## src/rtl/muldiv_unit.sv

```systemverilog
// Multi-cycle MULT/MULTU/DIV/DIVU unit with architectural HI/LO registers.
// 34 cycles from start to done; busy stalls decode, flush aborts in-flight work.
module muldiv_unit #(
   parameter int WIDTH = 32,
   parameter int CNT_W = 6
) (
   input  logic             clk,
   input  logic             rst_n,
   input  logic             start,
   input  logic [1:0]       op,
   input  logic [WIDTH-1:0] a,
   input  logic [WIDTH-1:0] b,
   input  logic             flush,
   input  logic             hi_we,
   input  logic             lo_we,
   input  logic [WIDTH-1:0] wdata,
   output logic [WIDTH-1:0] hi,
   output logic [WIDTH-1:0] lo,
   output logic             busy,
   output logic             done
);

   typedef enum logic [1:0] {IDLE, CALC, FIX} state_t;

   state_t             state_q;
   logic [1:0]         op_q;
   logic [WIDTH-1:0]   opa_q, opb_q, araw_q;
   logic [WIDTH-1:0]   acc_q, quo_q;
   logic [WIDTH-1:0]   acc_d, quo_d;
   logic               neg_res_q, neg_rem_q, divz_q;
   logic [CNT_W-1:0]   cnt_q;
   logic [WIDTH-1:0]   hi_q, lo_q;
   logic               busy_q, done_q;

   logic               sgn_a, sgn_b;
   logic [WIDTH-1:0]   mag_a, mag_b;
   logic [WIDTH:0]     mul_sum, div_sh, div_diff;
   logic [2*WIDTH-1:0] prod;
   logic [WIDTH-1:0]   fix_hi_d, fix_lo_d;

   // Signed ops iterate on magnitudes; signs are reapplied in FIX.
   assign sgn_a = ~op[0] & a[WIDTH-1];
   assign sgn_b = ~op[0] & b[WIDTH-1];
   assign mag_a = sgn_a ? -a : a;
   assign mag_b = sgn_b ? -b : b;

   always_comb begin
      acc_d    = acc_q;
      quo_d    = quo_q;
      mul_sum  = '0;
      div_sh   = '0;
      div_diff = '0;
      if (!op_q[1]) begin
         // {acc,quo} is the product shift register; quo's LSB is the next multiplier bit.
         mul_sum = {1'b0, acc_q} + (quo_q[0] ? {1'b0, opa_q} : '0);
         acc_d   = mul_sum[WIDTH:1];
         quo_d   = {mul_sum[0], quo_q[WIDTH-1:1]};
      end else begin
         div_sh   = {acc_q, quo_q[WIDTH-1]};
         div_diff = div_sh - {1'b0, opb_q};
         if (!div_diff[WIDTH]) begin
            acc_d = div_diff[WIDTH-1:0];
            quo_d = {quo_q[WIDTH-2:0], 1'b1};
         end else begin
            acc_d = div_sh[WIDTH-1:0];
            quo_d = {quo_q[WIDTH-2:0], 1'b0};
         end
      end
   end

   always_comb begin
      prod     = {acc_q, quo_q};
      fix_hi_d = '0;
      fix_lo_d = '0;
      if (!op_q[1]) begin
         if (neg_res_q) prod = -prod;
         fix_hi_d = prod[2*WIDTH-1:WIDTH];
         fix_lo_d = prod[WIDTH-1:0];
      end else if (divz_q) begin
         fix_hi_d = araw_q;
         fix_lo_d = '1;
      end else begin
         fix_lo_d = neg_res_q ? -quo_q : quo_q;
         fix_hi_d = neg_rem_q ? -acc_q : acc_q;
      end
   end

   always_ff @(posedge clk or negedge rst_n) begin
      if (!rst_n) begin
         state_q   <= IDLE;
         op_q      <= '0;
         opa_q     <= '0;
         opb_q     <= '0;
         araw_q    <= '0;
         acc_q     <= '0;
         quo_q     <= '0;
         neg_res_q <= 1'b0;
         neg_rem_q <= 1'b0;
         divz_q    <= 1'b0;
         cnt_q     <= '0;
         hi_q      <= '0;
         lo_q      <= '0;
         busy_q    <= 1'b0;
         done_q    <= 1'b0;
      end else begin
         done_q <= 1'b0;
         case (state_q)
            IDLE: begin
               if (!flush) begin
                  if (start) begin
                     op_q      <= op;
                     opa_q     <= mag_a;
                     opb_q     <= mag_b;
                     araw_q    <= a;
                     acc_q     <= '0;
                     quo_q     <= op[1] ? mag_a : mag_b;
                     neg_res_q <= sgn_a ^ sgn_b;
                     neg_rem_q <= sgn_a;
                     divz_q    <= op[1] & (b == '0);
                     cnt_q     <= '0;
                     busy_q    <= 1'b1;
                     state_q   <= CALC;
                  end else begin
                     if (hi_we) hi_q <= wdata;
                     if (lo_we) lo_q <= wdata;
                  end
               end
            end
            CALC: begin
               if (flush) begin
                  busy_q  <= 1'b0;
                  state_q <= IDLE;
               end else begin
                  acc_q <= acc_d;
                  quo_q <= quo_d;
                  cnt_q <= cnt_q + 1'b1;
                  if (cnt_q == CNT_W'(WIDTH - 1)) state_q <= FIX;
               end
            end
            FIX: begin
               busy_q  <= 1'b0;
               state_q <= IDLE;
               if (!flush) begin
                  hi_q   <= fix_hi_d;
                  lo_q   <= fix_lo_d;
                  done_q <= 1'b1;
               end
            end
            default: begin
               busy_q  <= 1'b0;
               state_q <= IDLE;
            end
         endcase
      end
   end

   assign hi   = hi_q;
   assign lo   = lo_q;
   assign busy = busy_q;
   assign done = done_q;

endmodule
```

## config.mk

```make
export PLATFORM = sky130hd
export DESIGN_NAME = muldiv_unit
export DESIGN_NICKNAME = d
export VERILOG_FILES = /design/src/rtl/muldiv_unit.sv
export SDC_FILE = /design/constraint.sdc
export NUM_CORES = 1
export LEC_CHECK = 0
export CAP_MARGIN = 40
export CORE_ASPECT_RATIO = 1.5
export CORE_MARGIN = 3
export CORE_UTILIZATION = 59
export CTS_BUF_LIST = sky130_fd_sc_hd__clkbuf_8
export CTS_CLUSTER_SIZE = 8
export DETAILED_ROUTE_END_ITERATION = 7
export PLACE_DENSITY = 0.81
export SYNTH_ARGS = -nofsm -noshare
export SYNTH_HDL_FRONTEND = slang
export SYNTH_SLANG_ARGS = --single-unit
export TNS_END_PERCENT = 1
```

## constraint.sdc

```tcl
create_clock -name clk -period 3.8 [get_ports clk]
set_input_delay 0.95 -clock clk [delete_from_list [all_inputs] [get_ports clk]]
set_output_delay 0.95 -clock clk [all_outputs]
set_load 0.02 [all_outputs]
```

# After elaboration in Yosys (flattened, before gate mapping)
# Index checks and enable logic that the tools add are counted.
[word_totals] reg_bits=239 out_inout_bits=66 word_cells=99
[op_classes] n_addsub=8 n_eq_ne=12 muxes=48 n_bitwise=6 reduce_logical=10
[op_table] op="$mux 32" n=27
[op_table] op="$pmux 32 s2" n=4
[op_table] op="$neg 32->32" n=4
[op_table] op="$mux 64" n=1
[op_table] op="$neg 64->64" n=1
[op_table] op="$add 32x32->33" n=1
[op_table] op="$sub 33x32->33" n=1
[op_table] op="$logic_not 32->1" n=1
[op_table] op="$mux 6" n=3
[op_table] op="$ne 2x2->1 const B" n=8
[op_table] op="$pmux 6 s2" n=1
[op_table] op="$reduce_and 5->1" n=2
[op_table] op="$reduce_and 3->1" n=3
[op_table] op="$mux 2" n=4
[op_table] op="$add 6x1->6 const B" n=1
[op_table] op="$eq 6x5->1 const B" n=1
[op_table] op="$mux 1" n=6
[op_table] op="$pmux 2 s2" n=1
[op_table] op="$reduce_and 4->1" n=1
[op_table] op="$reduce_bool 2->1" n=2
[op_table] op="$and 1x1->1" n=3
[op_table] op="$ne 3x3->1 const B" n=1
[op_table] op="$eq 2x1->1 const B" n=1
[op_table] op="$eq 2x2->1 const B" n=1
[op_table] op="other kinds (4)" n=5

# Longest topological paths before layout
# Gate-level depths: netlist of the first run.
[logic_depth] ltp_word=7 ltp_mapped=15

# Worst setup path after synthesis of the first run
# OpenSTA, ideal clock, no wires.
[synth_path] path_type="reg2reg" from="reg quo_q[0]" to="reg acc_q[29]" arrival_time_ns=3.255 t_required_ns=3.676 slack_ns=0.421 stages_incl_launch_ff=16 path_cell_list="dfrtp_1 > clkbuf_1 > clkbuf_1 > and2_1 > ha_1 > inv_1 > fa_1 > nor2b_1 > nor3_1 > o21ai_0 > o31a_1 > a31oi_1 > o2111ai_1 > and3_1 > nor4_1 > a211o_1"
[synth_via] elab_chain_len=5
[synth_rtl] element="from (decl)" line="28" source="logic [WIDTH-1:0] acc_q, quo_q;"
[synth_rtl] element="from (signal assigned)" line="116" source="quo_q <= op[1] ? mag_a : mag_b;"
[synth_rtl] element="from (signal assigned)" line="135" source="quo_q <= quo_d;"
[synth_rtl] element="$mux 32" line="55" source="mul_sum = {1'b0, acc_q} + (quo_q[0] ? {1'b0, opa_q} : '0);"
[synth_rtl] element="$add 32x32->33" line="55"
[synth_rtl] element="$mux 32" line="53" source="if (!op_q[1]) begin"
[synth_rtl] element="$mux 32" line="130" source="if (flush) begin"
[synth_rtl] element="$pmux 32 s2" line="107" source="case (state_q)"
[synth_rtl] element="to (signal assigned)" line="95" source="acc_q <= '0;"
[synth_rtl] element="to (signal assigned)" line="115" source="acc_q <= '0;"
[synth_rtl] element="to (signal assigned)" line="134" source="acc_q <= acc_d;"
[synth_rtl] element="to (decl)" line="28"
# No other way between the ends. The select of a mux whose other input is x is not followed.
# A chain may end at the register's enable or synchronous reset.

# Final worst setup path of the first run
[layout_path] from="reg quo_q[12]" to="reg hi_q[19], in the netlist hi[19]"
[layout_via] elab_chain_len=5
[layout_rtl] element="$neg 64->64" line="76" source="if (neg_res_q) prod = -prod;"
[layout_rtl] element="$mux 64" line="76"
[layout_rtl] element="$mux 32" line="75" source="if (!op_q[1]) begin"
[layout_rtl] element="$mux 32" line="143" source="if (!flush) begin"
[layout_rtl] element="$pmux 32 s2" line="107"
[layout_rtl] element="to (signal assigned)" line="124" source="if (hi_we) hi_q <= wdata;"
[layout_rtl] element="to (signal assigned)" line="144" source="hi_q <= fix_hi_d;"
[layout_rtl] element="to (decl)" line="32" source="logic [WIDTH-1:0] hi_q, lo_q;"
# No other way between the ends. The select of a mux whose other input is x is not followed.

==> impl_results.rst, run 1 <==
.. list-table::
   :header-rows: 1

   * - Metric
     - Value
   * - Detail Route met2 WL
     - 32140 um
   * - Remaining max-slew budget at the tightest pin
     - 0.5179
   * - Proportion of layout cells with a drive suffix above 1
     - 0.08448
   * - Combinational family with the most area after synthesis
     - compound AO/OA/AOI/OAI gates
   * - Longest Clk Path Bufs
     - 3
   * - Critical Path Fanout Max
     - 6
   * - Final Hold Vio Count
     - 0
   * - PwrDens
     - between 600 and 700 nW/um2
   * - Hold-fix buffers, CTS
     - 0
   * - Switching Power
     - 6.843 mW
   * - # fillers
     - 2452
   * - Total count of max-transition violations in the final report
     - 0
   * - Clk pin slew, worst setup/hold paths
     - 0.06 ns
   * - Standard-cell row count
     - 77
   * - Type of the most critical hold path
     - input port to asynchronous set/reset pin
   * - Leakage component of the power
     - 9.556 nW
   * - TritonCTS clock tree
     - done
   * - Simple logic cell fraction of the synthesized area
     - 0.2061
   * - DRT iter0 DRCs
     - 2112
   * - Initial Utilization
     - 0.6047
   * - Initial antenna violation count
     - 0
   * - Setup total negative slack
     - 0 ns
   * - Met3 wire len
     - 5912 um
   * - Pin count of the biggest net entering global routing
     - 83
   * - Setup repair after global routing missed its margin
     - no
   * - Sequential share of power
     - 0.256
   * - Final weighted congestion of routability-driven global placement
     - 1.015
   * - Final WL
     - 67420 um
   * - Kind of end point of the critical path
     - register
   * - Most numerous cell on the critical path
     - or4_4
   * - Uppermost metal layer occupied by signal nets
     - met4
   * - Buffers on Ports
     - 169
   * - Proportion of synthesized area in mux cells
     - 0.04351
   * - Share of total power in combinational logic
     - 0.590
   * - Total number of vias
     - 18.98k
   * - Fraction of the mapped netlist area in adder cells
     - 0.05002
   * - Resized cells post-CTS
     - 0
   * - Layout Skew
     - 0.02177 ns
   * - Setup WS pre-CTS
     - 0.1426 ns
   * - Synth Area in XOR/XNOR
     - 0.09214
   * - Number of search-and-repair iterations in the first detailed-routing pass
     - 6
   * - Number of synthesized register bits
     - 237
   * - Fraction of the yosys area taken by sequential cells
     - 0.3284
   * - Congestion Overflow GR
     - 0
   * - Outcome
     - completed
   * - I/O pin total
     - 170
   * - Wire length of the first global-routing pass
     - 102700 um
   * - Async set-or-reset flop fraction in the synthesized netlist
     - 1.000
   * - Netlist area before placement
     - approximately 18000 um2
   * - Post-synth EDFFs
     - 0
   * - WS Path Type
     - register to register
   * - Vias in the first global route
     - 18.33k
   * - CTS H-Tree Depth
     - 2
   * - Final critical-path required period
     - 3.527 ns
   * - Synth Area in Compound Gates
     - 0.2329
   * - Required time worst endpoint
     - 4.26 ns
   * - Critical path arrival
     - 3.99 ns
   * - Post-Route M1 WL
     - around 25000 um
   * - Antenna-violating nets left
     - 0
   * - Chip Width
     - 148.9 um
   * - Syn. warnings
     - 0
   * - Delay contributed by the slowest stage of the critical path
     - about 0.56 ns
   * - NumNets Final
     - roughly 2.7k
   * - Type of origin of the critical path
     - register
   * - Core Area
     - roughly 30000 um2
   * - CTS Root Cell
     - clkbuf_8
   * - Avg Synthesized Cell Area
     - a little under 8 um2
   * - Transition time at the pin with the least slew margin
     - 0.7231 ns
   * - DRC errors left
     - 0
   * - Buffers inserted by post-CTS timing repair
     - 0
   * - Total GRT Usage
     - 0.4026
   * - Final period utilization
     - 0.9282
   * - Final std cells w/o fill
     - between 2k and 3k
   * - Count of max-cap constraint violations
     - 0
   * - Die Outline Area
     - 32790 um2
   * - Number of standard cells after synthesis
     - 2326
   * - Count of unique library cells instantiated by Yosys
     - 71
   * - Clock insertion delay at the later pin of the skew report
     - about 0.59 ns
   * - Cell-by-cell listing of the critical path
     - or4_4 -> or4_4 -> or4_1 -> or2_1 -> o41ai_2 -> xor2_1 -> nor2_1 -> a2111oi_1 -> nor3_1
   * - Top_reg_cell synth
     - dfrtp_1
   * - Vertical die dimension
     - roughly 220 um
   * - CP max stage cell
     - or4_4
   * - Top achievable clock speed
     - between 200 and 300 MHz
   * - Routed length per instance
     - 23.02 um
   * - Net switching fraction of the power
     - 0.4722
   * - Placed wire-length estimate
     - 51610 um
   * - Relative contribution of the clock network to total power
     - 0.155
   * - Number of vias per cell after detailed routing
     - between 6 and 7
   * - Net count of the mapped netlist
     - 2501
   * - Final setup slack of the worst path
     - between 0.2 and 0.3 ns
   * - Layout overhead on the synthesized area
     - 19.22%
   * - Sink Count
     - 237
   * - Power consumption
     - 14.49 mW
   * - Final setup violation count
     - 0
   * - Total clock buffers created by CTS
     - 40
   * - Worst IR drop on VDD
     - 0.5640 mV
   * - Core utilization of the finished layout
     - 0.7209
   * - Total placed cells including tap cells
     - 2860
   * - Internal portion of total power
     - 7.648 mW
==> cell usage after synthesis, types with 36 or more instances <==
master | instances | area (um2)
nand3_1 | 61 | 305.3
nor2_1 | 141 | 529.3
xor2_1 | 70 | 613.1
nand2_1 | 395 | 1483
xnor2_1 | 120 | 1051
a21oi_1 | 161 | 805.8
and2_1 | 37 | 231.5
o22ai_1 | 36 | 225.2
o21ai_0 | 289 | 1446
mux2i_1 | 74 | 740.7
dfrtp_1 | 237 | 5931
nor3_1 | 48 | 240.2
o31ai_1 | 37 | 277.8
inv_1 | 64 | 240.2
ha_1 | 69 | 863.3
clkbuf_1 | 141 | 529.3
==> power by group through the flow <==
stage / Clock [mW] / Combinational [mW] / Sequential [mW]
final: 2.24 / 8.54 / 3.70
after CTS: 2.25 / 8.34 / 3.67
after global placement: 0 / 8.10 / 3.70
after detailed placement: 0 / 8.29 / 3.71
after global routing: 2.35 / 9.23 / 3.75
after floorplan: 0 / 5.48 / 3.66
==> cell type report <==
| class | instances | area (um2) | area share |
|---|---|---|---|
| Clock inverter | 20 | 90.09 | 0.004184 |
| Inverter | 65 | 244.0 | 0.01133 |
| Multi-Input combinational cell | 1865 | 11340 | 0.5269 |
| Sequential cell | 237 | 5936 | 0.2757 |
| Antenna cell | 1 | 2.502 | 0.0001162 |
| Clock buffer | 48 | 660.6 | 0.03068 |
| Tap cell | 395 | 494.2 | 0.02295 |
| Timing Repair Buffer | 298 | 2760 | 0.1282 |
==> state kept, by name, indices dropped and copies added, names as in the netlist <==
| signal | cells |
|---|---|
| neg_res_q | 1 |
| lo | 32 |
| araw_q | 31 |
| hi | 32 |
| opa_q | 32 |
| busy | 1 |
| neg_rem_q | 1 |
| state_q | 2 |
| op_q | 1 |
| acc_q | 32 |
| opb_q | 32 |
| divz_q | 1 |
| quo_q | 32 |
| cnt_q | 6 |
| done | 1 |
==> critical path: cells and delay by family (launching register included) <==
kind | cells | cell delay [ns]
DFF | 1 | 0.44
AOI/OAI and AO/OA | 2 | 0.73
xor gates and xnor gates | 1 | 0.17
and+or+nand+nor | 6 | 2.06
==> metrics by stage <==
step	hold WS, ns	cell area, um2
floorplan	0.4369	18060
global placement	0.4542	20740
detailed placement	0.4545	20780
CTS	0.3247	21530
global route	0.3545	21530
finish	0.3110	21530
==> cell families (layout without fill, tap and decap cells) <==
kind of cell | Yosys count | count (layout)
buffers and inverters | 224 | 431
AO/OA/AOI/OAI | 703 | 703
adder cells (fa/ha/maj) | 71 | 71
multiplexers | 78 | 78
flip-flops | 237 | 237
other | 0 | 1
XOR/XNOR | 190 | 190
AND/OR/NAND/NOR | 823 | 823
==> cell usage in the layout (no fill, tap or decap), drive strengths merged, types with 23 or more instances in the layout <==
cell,n
o21ai,292
or3,26
o22ai,36
buf,130
nand2,395
clkbuf,48
and2,37
o31ai,37
inv,77
nor3,48
xnor2,120
dfrtp,237
nand3,61
mux2i,74
ha,69
a21o,23
xor2,70
a21oi,161
clkdlybuf4s50,168
nor2,142
==> metal layers <==
| metal | vias up | GRT usage |
|---|---|---|
| li1 | 8596 | - |
| met1 | 8959 | 0.4912 |
| met2 | 1151 | 0.6798 |
| met3 | 276 | 0.05532 |
| met4 | 0 | 0.2397 |
| met5 | - | 0 |
==> worst paths after layout <==
check,start,endpoint,slack (ns),cells past startpoint
setup / recovery,quo_q[12],hi[19],0.27,9
hold / removal,rst_n,cnt_q[2],0.31,1
setup reg to reg,quo_q[12],hi[19],0.27,9
hold reg to reg,araw_q[30],araw_q[30],0.47,2
max in group asynchronous,rst_n,opb_q[6],2.62,2
min in group clk,araw_q[30],araw_q[30],0.47,2
Note: power is estimated with default switching activity, not from simulation.
==> run 2: changes to the inputs <==
CORE_UTILIZATION = 50   (was 59)
PLACE_DENSITY = 0.7   (was 0.81)
==> impl_results.rst, run 2 (synthesized netlist as in run 1, its figures left out) <==
.. list-table::
   :header-rows: 1

   * - Metric
     - Value
   * - Layout Skew
     - 0.03227 ns (+0.01050 ns)
   * - Top achievable clock speed
     - 274.0 MHz (-3.4%)
   * - Final WL
     - 69020 um (+2.4%)
   * - NumNets Final
     - 2688 (+0.22%)
   * - Internal portion of total power
     - 7.643 mW (about the same)
   * - Buf+Inv Stages, Crit Path
     - 1 (+1)
   * - Outcome
     - completed
   * - Critical path arrival
     - 4.15 ns (+0.16 ns)
   * - Startpoint of the most critical register-to-register path
     - quo_q[13]
   * - Congestion Overflow GR
     - 0 (unchanged)
   * - Layout overhead on the synthesized area
     - 19.86%
   * - Worst slack on hold paths
     - 0.2667 ns (-0.04429 ns)
   * - Count of max-cap constraint violations
     - 0 (unchanged)
   * - Clock insertion delay at the later pin of the skew report
     - 0.59 ns (about the same)
   * - I/O pin total
     - 170 (unchanged)
   * - Final period utilization
     - 0.9605 (+0.03235)
   * - Cell depth of the worst setup path
     - 10 (+1)
   * - Vertical die dimension
     - 238.8 um (+8.4%)
   * - Sink Count
     - 237 (unchanged)
   * - Sequential share of power
     - 0.257 (about the same)
   * - Hold-fix buffers, CTS
     - 0 (unchanged)
   * - Antenna-violating nets left
     - 0 (unchanged)
   * - Total GRT Usage
     - 0.3526 (-0.04994)
   * - Setup total negative slack
     - 0 ns (unchanged)
   * - Transition time at the pin with the least slew margin
     - 0.6623 ns (-0.06080 ns)
   * - CP top delay family
     - simple AND/OR/NAND/NOR gates
   * - Critical Path Fanout Max
     - 10 (+4)
   * - Relative contribution of the clock network to total power
     - 0.156 (about the same)
   * - Core utilization of the finished layout
     - 0.6130 (-0.1080)
   * - Clk pin slew, worst setup/hold paths
     - 0.06 ns (about the same)
   * - Highest-count cells in the layout ignoring fill and taps
     - nand2_1 (394), o21ai_0 (289), dfrtp_1 (235), clkdlybuf4s50_1 (168), a21oi_1 (161)
   * - Most numerous cell on the critical path
     - or4_4
   * - Kind of end point of the critical path
     - register
   * - Delay contributed by the slowest stage of the critical path
     - 0.59 ns (+0.03 ns)
   * - DRT iter0 DRCs
     - 1547 (-27%)
   * - PwrDens
     - 671.1 nW/um2 (-0.29%)
   * - Vias in the first global route
     - 18.14k (-1.0%)
   * - Total number of vias
     - 18.38k (-3.2%)
   * - Total clock buffers created by CTS
     - 41 (+2.5%)
   * - Net switching fraction of the power
     - 0.4738 (+0.001634)
   * - Worst reg-to-reg path cell count
     - 10 (+1)
   * - DRC errors left
     - 0 (unchanged)
   * - Wire length of the first global-routing pass
     - 106000 um (+3.2%)
   * - Share of total power in combinational logic
     - 0.587 (-0.003)
   * - Worst Setup EP
     - hi[25]
   * - Core Area
     - 35310 um2 (+18%)
   * - Final weighted congestion of routability-driven global placement
     - 0.9706 (-4.4%)
   * - Leakage component of the power
     - 9.581 nW (+0.26%)
   * - Placed wire-length estimate
     - 53580 um (+3.8%)
   * - Type of the most critical hold path
     - input port to asynchronous set/reset pin
   * - Met3 wire len
     - 4360 um (-26%)
   * - Cell-by-cell listing of the critical path
     - or4_4 -> or4_4 -> or4_1 -> or2_1 -> buf_4 -> nor2_2 -> nor2_1 -> a2111oi_0 -> a21oi_1 -> o22ai_1
   * - Type of origin of the critical path
     - register
   * - Final critical-path required period
     - 3.650 ns (+0.1229 ns)
   * - Proportion of layout cells with a drive suffix above 1
     - 0.08668 (+0.002198)
   * - Total count of max-transition violations in the final report
     - 0 (unchanged)
   * - Standard-cell row count
     - 84 (+9.1%)
   * - Most common library cell in the layout ignoring fill and taps
     - nand2_1
   * - Setup repair after global routing missed its margin
     - no
   * - TritonCTS clock tree
     - done
   * - Worst IR drop on VDD
     - 0.5454 mV (-3.3%)
   * - Worst setup path startpoint
     - quo_q[13]
   * - Chip Width
     - 161.2 um (+8.3%)
   * - # fillers
     - 3246 (+32%)
   * - Required time worst endpoint
     - 4.30 ns (+0.04 ns)
   * - Flop2flop setup slack
     - 0.15 ns (-0.12 ns)
   * - Initial antenna violation count
     - 4 (+4)
   * - Longest Clk Path Bufs
     - 3 (unchanged)
   * - WS Path Type
     - register to register
   * - Remaining max-slew budget at the tightest pin
     - 0.5585 (+0.04060)
   * - Switching Power
     - 6.883 mW (+0.59%)
   * - CTS H-Tree Depth
     - 2 (unchanged)
   * - Routed length per instance
     - 22.91 um (-0.48%)
   * - Number of search-and-repair iterations in the first detailed-routing pass
     - 7 (+1)
   * - Power consumption
     - 14.53 mW (+0.25%)
   * - Setup WS pre-CTS
     - 0.01636 ns (-0.1262 ns)
   * - CTS Root Cell
     - clkbuf_8
   * - Buffers on Ports
     - 169 (unchanged)
   * - Number of vias per cell after detailed routing
     - 6.099 (-5.9%)
   * - Uppermost metal layer occupied by signal nets
     - met4
   * - Detail Route met2 WL
     - 33370 um (+3.8%)
   * - Endpoint of the most critical register-to-register path
     - hi[25]
   * - Final Hold Vio Count
     - 0 (unchanged)
   * - Pin count of the biggest net entering global routing
     - 86 (+3.6%)
   * - Die Outline Area
     - 38480 um2 (+17%)
   * - Final setup slack of the worst path
     - 0.1500 ns (-0.1229 ns)
   * - Final setup violation count
     - 0 (unchanged)
   * - CP max stage cell
     - or4_4
   * - Initial Utilization
     - 0.5114 (-0.09328)
   * - Post-Route M1 WL
     - 27200 um (+11%)
[run 2: cell types whose count changed in the layout (fill, tap and decap cells not counted), sizes merged]
cell      delta
diode        +1
buf          +5
clkbuf       -1
clkinv       -1
inv          +3
clkinvlp     -1
[run 2: worst reg2reg max path: stages, from the launching register on]
cell	delay, ns
dfrtp_1	0.48
or4_4	0.60
or4_4	0.50
or4_1	0.58
or2_1	0.28
buf_4	0.20
nor2_2	0.19
nor2_1	0.07
a2111oi_0	0.42
a21oi_1	0.08
o22ai_1	0.17
[run 2: power by group through the flow]
stage | Clock, mW | Combinational (mW) | Sequential, mW
finish | 2.26 | 8.53 | 3.73
global route | 2.39 | 9.30 | 3.80
CTS | 2.30 | 8.43 | 3.71
detailed placement | 0 | 8.39 | 3.75
global placement | 0 | 8.29 | 3.73
floorplan | 0 | 5.48 | 3.66
[run 2: timing repair]
item,in CTS,in global routing
gates resized for setup,0,1
buffers inserted,0,0
endpoints found under the setup margin,0,1
[run 2: worst min path at each step]
stage	slack (ns)	cells past startpoint	start	to
after floorplan	0.44	2	araw_q[30]	araw_q[30]
after global placement	0.46	2	araw_q[29]	araw_q[29]
after detailed placement	0.46	2	araw_q[15]	araw_q[15]
after CTS	0.26	1	rst_n	araw_q[27]
after global routing	0.28	1	rst_n	araw_q[27]
final	0.27	1	rst_n	acc_q[26]
[run 2: metrics by stage]
| stage | instances | area (um2) |
|---|---|---|
| after global placement | 2942 | 20880 |
| after CTS | 3011 | 21640 |
| after detailed placement | 2943 | 20890 |
| after floorplan | 2326 | 18060 |
| after global routing | 3013 | 21650 |
| final | 3013 | 21650 |
[run 2: metal layers]
metal  vias up  track usage
met5         -            0
met4         0       0.1873
met3       215      0.04715
met2       778       0.5995
met1      8790       0.4362
li1       8594            -
[run 2: final cells by class]
| type | instances | area [um2] | area share |
|---|---|---|---|
| Sequential cell | 237 | 5936 | 0.2742 |
| Antenna cell | 2 | 5.005 | 0.0002312 |
| Multi-Input combinational cell | 1865 | 11350 | 0.5244 |
| Inverter | 65 | 244.0 | 0.01127 |
| Clock inverter | 21 | 98.84 | 0.004566 |
| Tap cell | 473 | 591.8 | 0.02734 |
| Clock buffer | 47 | 646.9 | 0.02988 |
| Timing Repair Buffer | 303 | 2773 | 0.1281 |
